<file path="config.mk">
export PLATFORM = sky130hd
export DESIGN_NAME = instr_fetch
export DESIGN_NICKNAME = d
export VERILOG_FILES = /design/src/rtl/instr_fetch_pkg.sv /design/src/rtl/fetch_pc_reg.sv /design/src/rtl/instr_fetch.sv
export SDC_FILE = /design/constraint.sdc
export NUM_CORES = 1
export LEC_CHECK = 0
export ABC_AREA = 1
export CAP_MARGIN = 10
export CORE_MARGIN = 5
export CORE_UTILIZATION = 27
export CTS_CLUSTER_SIZE = 10
export DETAILED_ROUTE_END_ITERATION = 10
export GPL_ROUTABILITY_DRIVEN = 0
export MAX_ROUTING_LAYER = met4
export SLEW_MARGIN = 20
export SYNTH_ARGS = -nofsm -noshare
export SYNTH_HDL_FRONTEND = slang
export SYNTH_SLANG_ARGS = --single-unit
</file>
<file path="constraint.sdc">
create_clock -name clk -period 4.67 [get_ports clk]
set_clock_uncertainty 0.15 [all_clocks]
set_input_delay 0.934 -clock clk [delete_from_list [all_inputs] [get_ports clk]]
set_output_delay 0.934 -clock clk [all_outputs]
set_load 0.01 [all_outputs]
</file>
<file path="src/rtl/instr_fetch_pkg.sv">
// instr_fetch_pkg: shared fetch-unit encodings, constants and address helpers.
package instr_fetch_pkg;

    localparam int          IW           = 32;
    localparam logic [31:0] NOP          = 32'h0000_0000;
    localparam logic [31:0] DEF_RESET_PC = 32'h0040_0000;

    typedef enum logic [1:0] {
        S_RESET = 2'd0,
        S_REQ   = 2'd1,
        S_HOLD  = 2'd2,
        S_ERR   = 2'd3
    } state_t;

    function automatic logic [31:0] word_align(input logic [31:0] a);
        return a & 32'hFFFF_FFFC;
    endfunction

endpackage

</file>
<file path="src/rtl/fetch_pc_reg.sv">
// fetch_pc_reg: program counter with +4 incrementer and redirect mux.
// With BRANCH_DELAY_SLOT_EN a pending redirect target (pend_pc) is held until the next fetch.
module fetch_pc_reg
    import instr_fetch_pkg::*;
#(
    parameter logic [31:0] RESET_PC = DEF_RESET_PC
) (
    input  logic        clk,
    input  logic        reset,
    input  logic        inc,
    input  logic        load,
    input  logic        redirect_valid,
    input  logic [31:0] redirect_pc,
    output logic [31:0] pc,
    output logic [31:0] fetch_pc
);

`ifdef BRANCH_DELAY_SLOT_EN
    logic        pend;
    logic [31:0] pend_pc;

    assign fetch_pc = redirect_valid ? word_align(redirect_pc) : pend ? pend_pc : pc;

    // A newer redirect overwrites the pending target; starting a fetch consumes it.
    always_ff @(posedge clk or posedge reset) begin
        if (reset) begin
            pend    <= 1'b0;
            pend_pc <= '0;
        end else if (load) begin
            pend    <= 1'b0;
        end else if (redirect_valid) begin
            pend    <= 1'b1;
            pend_pc <= word_align(redirect_pc);
        end
    end
`else
    assign fetch_pc = redirect_valid ? word_align(redirect_pc) : pc;
`endif

    always_ff @(posedge clk or posedge reset) begin
        if (reset)
            pc <= RESET_PC;
        else if (load)
            pc <= fetch_pc;
        else if (inc)
            pc <= pc + 32'd4;
    end

endmodule

</file>
<file path="src/rtl/instr_fetch.sv">
// instr_fetch: fetch FSM feeding one instruction at a time to the decoder.
// Optional BRANCH_DELAY_SLOT_EN: redirects defer to after the in-flight/held word instead of squashing it.
module instr_fetch
    import instr_fetch_pkg::*;
#(
    parameter logic [31:0] RESET_PC = DEF_RESET_PC,
    parameter int          MAX_WAIT = 255
) (
    input  logic          clk,
    input  logic          reset,
    output logic          imem_req,
    output logic [31:0]   imem_addr,
    input  logic          imem_ack,
    input  logic [IW-1:0] imem_rdata,
    output logic [IW-1:0] instr_out,
    output logic          instr_valid,
    input  logic          stall,
    output logic [31:0]   pc_out,
    input  logic          redirect_valid,
    input  logic [31:0]   redirect_pc,
    output logic          fetch_err
);

    localparam int WW = $clog2(MAX_WAIT + 1);

    state_t        state, state_n;
    logic          req_n, valid_n, drop, drop_n, err_n;
    logic [31:0]   addr_n, pcout_n, pc, fetch_pc;
    logic [IW-1:0] instr_n;
    logic [WW-1:0] wait_cnt, wait_n;
    logic          pc_inc, pc_load, squash;

`ifdef BRANCH_DELAY_SLOT_EN
    assign squash = 1'b0;
`else
    assign squash = redirect_valid;
`endif

    fetch_pc_reg #(.RESET_PC(RESET_PC)) u_pc (
        .clk            (clk),
        .reset          (reset),
        .inc            (pc_inc),
        .load           (pc_load),
        .redirect_valid (redirect_valid),
        .redirect_pc    (redirect_pc),
        .pc             (pc),
        .fetch_pc       (fetch_pc)
    );

    always_comb begin
        state_n = state;
        req_n   = imem_req;
        addr_n  = imem_addr;
        instr_n = instr_out;
        valid_n = instr_valid;
        pcout_n = pc_out;
        drop_n  = drop;
        wait_n  = wait_cnt;
        err_n   = fetch_err;
        pc_inc  = 1'b0;
        pc_load = 1'b0;
        case (state)
            S_RESET: begin
                state_n = S_REQ;
                req_n   = 1'b1;
                addr_n  = pc;
            end
            S_REQ: begin
                if (imem_ack) begin
                    wait_n = '0;
                    // A stale word (redirect seen earlier or now) is thrown away and the target requested.
                    if (drop || squash) begin
                        pc_load = 1'b1;
                        addr_n  = fetch_pc;
                        drop_n  = 1'b0;
                    end else begin
                        instr_n = imem_rdata;
                        pcout_n = pc;
                        valid_n = 1'b1;
                        pc_inc  = 1'b1;
                        req_n   = 1'b0;
                        state_n = S_HOLD;
                    end
                end else begin
                    wait_n = wait_cnt + 1'b1;
                    if (squash) begin
                        pc_load = 1'b1;
                        drop_n  = 1'b1;
                    end
                    if (wait_cnt == WW'(MAX_WAIT - 1)) begin
                        state_n = S_ERR;
                        req_n   = 1'b0;
                        err_n   = 1'b1;
                    end
                end
            end
            S_HOLD: begin
                if (!stall || squash) begin
                    valid_n = 1'b0;
                    state_n = S_REQ;
                    req_n   = 1'b1;
                    addr_n  = fetch_pc;
                    pc_load = 1'b1;
                end
            end
            default: begin
                req_n   = 1'b0;
                valid_n = 1'b0;
                err_n   = 1'b1;
            end
        endcase
    end

    always_ff @(posedge clk or posedge reset) begin
        if (reset) begin
            state       <= S_RESET;
            imem_req    <= 1'b0;
            imem_addr   <= '0;
            instr_out   <= NOP;
            instr_valid <= 1'b0;
            pc_out      <= '0;
            drop        <= 1'b0;
            wait_cnt    <= '0;
            fetch_err   <= 1'b0;
        end else begin
            state       <= state_n;
            imem_req    <= req_n;
            imem_addr   <= addr_n;
            instr_out   <= instr_n;
            instr_valid <= valid_n;
            pc_out      <= pcout_n;
            drop        <= drop_n;
            wait_cnt    <= wait_n;
            fetch_err   <= err_n;
        end
    end

endmodule

</file>
==> flow_metrics.env <==
export IMPL_cts_root_buf="clkbuf_16"
export IMPL_p_leak_nw=4.49
export IMPL_outcome="finished clean"
export IMPL_synth_largest_area_cell="dfrtp_1"
export IMPL_seq_area_frac_synth_pct=50.1
export IMPL_worst_hold_slack_ns=0.316
export IMPL_finalHoldViolCount=0
export IMPL_fin_ws_ns=1.47
export IMPL_clkTransAtPathRegs_ns=0.06
export IMPL_cts_made_buffers=17
export IMPL_netlist_instances=943
export IMPL_grt_pass1_wl_um=34700
export IMPL_grtUsageTotal_pct=15.3
export IMPL_cp_required_ns=4.81
export IMPL_avgSynthCellArea_um2=7.53
export IMPL_final_area_um2=9650
export IMPL_finalSetupTns_ns=0
export IMPL_synthMostInstantiatedCell="nand2_1"
export IMPL_end_kind="flop"
export IMPL_synthesis_nets=1019
export IMPL_gr_total_overflow=0
export IMPL_irDropWorstVdd_mv=0.233
export IMPL_synth_warning_count=0
export IMPL_ys_async_sr_fraction_pct=100
export IMPL_drtPass1Iterations=5
export IMPL_ys_seq_elements=142
export IMPL_cts_resized_gates=0
export IMPL_synth_area_um2=7100
export IMPL_setup_viol=0
export IMPL_drc=0
export IMPL_die_h_um=172
export IMPL_hpwlAfterDp_um=15800
export IMPL_cap_violations=0
export IMPL_powerDensity_nw_per_um2=660
export IMPL_post_cts_buffers=0
export IMPL_slowest_stage="clkdlybuf4s50_1"
export IMPL_reg2regPathDepth=9
export IMPL_path_cells="clkdlybuf4s50_1 -> buf_4 -> nand3b_1 -> nand3_2 -> nand2_4 -> nand2_2 -> inv_1 -> nand2_1 -> nand3_1"
export IMPL_cts_path_max_buffers=2
export IMPL_drtIter0Drc=532
export IMPL_antenna_left=0
export IMPL_slew_violations=0
export IMPL_fp_dieArea_um2=29600
export IMPL_fin_crit_sh_pct=68.5
export IMPL_fin_nets=1171
export IMPL_antenna_found_initial=0
export IMPL_totalWireLength_um=21700
export IMPL_wl_per_cell_um=15.0
export IMPL_yosys_cell_types_count=33
export IMPL_cp_max_fo=31
export IMPL_period_needed_ns=3.20
export IMPL_clock_sinks=142
export IMPL_hold_class="flop to flop"
export IMPL_cts_max_level=4
export IMPL_initial_core_util_pct=27.3
export IMPL_ys_top_cells_by_area="dfrtp_1, nand2_1, o21ai_0"
export IMPL_path_class="input pin to flop"
export IMPL_syn_to_final_growth_pct=36.0
export IMPL_grt_setup_unrepaired="no"
export IMPL_max_freq_mhz=313
export IMPL_io_buffers=165
export IMPL_placed_cell_area_um2=9050
export IMPL_cts_hold_buf=0
export IMPL_diodes=0
export IMPL_die_x_um=172
export IMPL_viasPerCell=4.54
export IMPL_cp_arrival_ns=3.34
export IMPL_num_io_pins=168
export IMPL_grt_max_degree=98
export IMPL_synth_edf_count=0
export IMPL_min_path_cells=2
export IMPL_relSlewSlack_pct=30.3
export IMPL_synth_top_area_share_pct=49.7
export IMPL_drive_gt1_share_pct=4.96
export IMPL_clk_latency_ns=0.42
export IMPL_power_mw=6.36
export IMPL_rows=59
export IMPL_synth_ff_type="dfrtp_1"
export IMPL_worst_pin_slew_ns=1.04
export IMPL_cts_tree="built"
export IMPL_core_um2=26000
export IMPL_vias=6546
export IMPL_synthTopCellsByCount="nand2_1, dfrtp_1, o21ai_0, inv_1"
export IMPL_post_place_ws_ns=1.02
export IMPL_slowest_delay_ns=0.51
export IMPL_grt_pass1_vias=6318
export IMPL_start_kind="input pin"
==> sequential cells by signal, summed over array words and instances (netlist names) <==
signal / count
drop: 1
imem_addr: 32
wait_cnt: 8
pc_out: 32
u_pc.pc: 32
instr_out: 32
imem_req: 1
state: 2
instr_valid: 1
fetch_err: 1
==> per-layer routing <==
metal,up-vias,GRT usage (%),share of wire [%]
li1,3316,-,-
met2,145,22.9,45
met4,0,4.48,1.6
met5,-,-,0
met3,20,2.42,4.2
met1,3065,21.5,49
==> worst paths after layout <==
path                                      startpoint                   endpoint  slack [ns]
max                                   redirect_valid    u_pc.pc[29]$_DFFE_PP0P_        1.47
min                        instr_out[16]$_DFFE_PP0P_  instr_out[16]$_DFFE_PP0P_        0.32
max reg2reg                     state[1]$_DFFE_PP0P_    u_pc.pc[29]$_DFFE_PP0P_        1.93
min reg2reg                instr_out[16]$_DFFE_PP0P_  instr_out[16]$_DFFE_PP0P_        0.32
max in group asynchronous                      reset   instr_out[0]$_DFFE_PP0P_        2.92
min in group asynchronous                      reset   imem_addr[0]$_DFFE_PP0P_        0.72
==> report_power, final <==
group / leakage (nW) / internal [mW] / switching, mW / total [mW]
clock: 0.276 / 0.802 / 0.551 / 1.35
sequential: 1.79 / 1.77 / 0.370 / 2.14
combinational: 2.43 / 1.24 / 1.63 / 2.87
total: 4.49 / 3.81 / 2.55 / 6.36
==> worst max-delay path: cells and delay by family <==
family / cells / cell delay [ns]
AND/OR/NAND/NOR: 6 / 1.21
buffers and inverters: 3 / 1.17
==> placed cells by master (no fill, tap or decap), types with 2 or more instances in the layout <==
cell / count
nor2_1: 63
inv_2: 3
a21oi_1: 15
nand2_4: 2
clkbuf_16: 17
clkinv_4: 2
nand3_1: 63
buf_4: 6
inv_6: 2
o211ai_1: 11
nand3b_1: 2
clkinv_2: 3
xor2_1: 7
clkinvlp_4: 5
nand3_2: 2
nand2_1: 359
bufinv_16: 2
nor3_1: 6
o22ai_1: 2
inv_1: 75
dfrtp_1: 141
nand4_1: 6
buf_12: 2
clkdlybuf4s50_1: 165
ha_1: 7
o21ai_0: 123
nand2_2: 5
==> metrics by stage <==
stage               cells  utilization, %
floorplan             943               -
global placement     1410            34.8
detailed placement   1410            34.8
CTS                  1442            37.1
global route         1443            37.1
finish               1443            37.1
==> cell type report <==
class                           instances  area (µm²)
Sequential cell                       142        3550
Fill cell                            2720       16300
Clock inverter                         13         140
Clock buffer                           19         443
Multi-Input combinational cell        681        3050
Tap cell                              335         419
Inverter                               80         304
Timing Repair Buffer                  173        1740
==> cell families (layout without fill, tap and decap cells) <==
kind of cell               Yosys count  count (layout)  synth area share (%)
AOI/OAI and AO/OA                  155             155                  11.5
xor gates and xnor gates             8               8                 0.987
adders and majority gates            7               7                  1.23
buffers and inverters              120             285                  6.95
DFF                                142             142                  50.1
and+or+nand+nor                    511             511                  29.3
(Power assumes the default switching activity.)
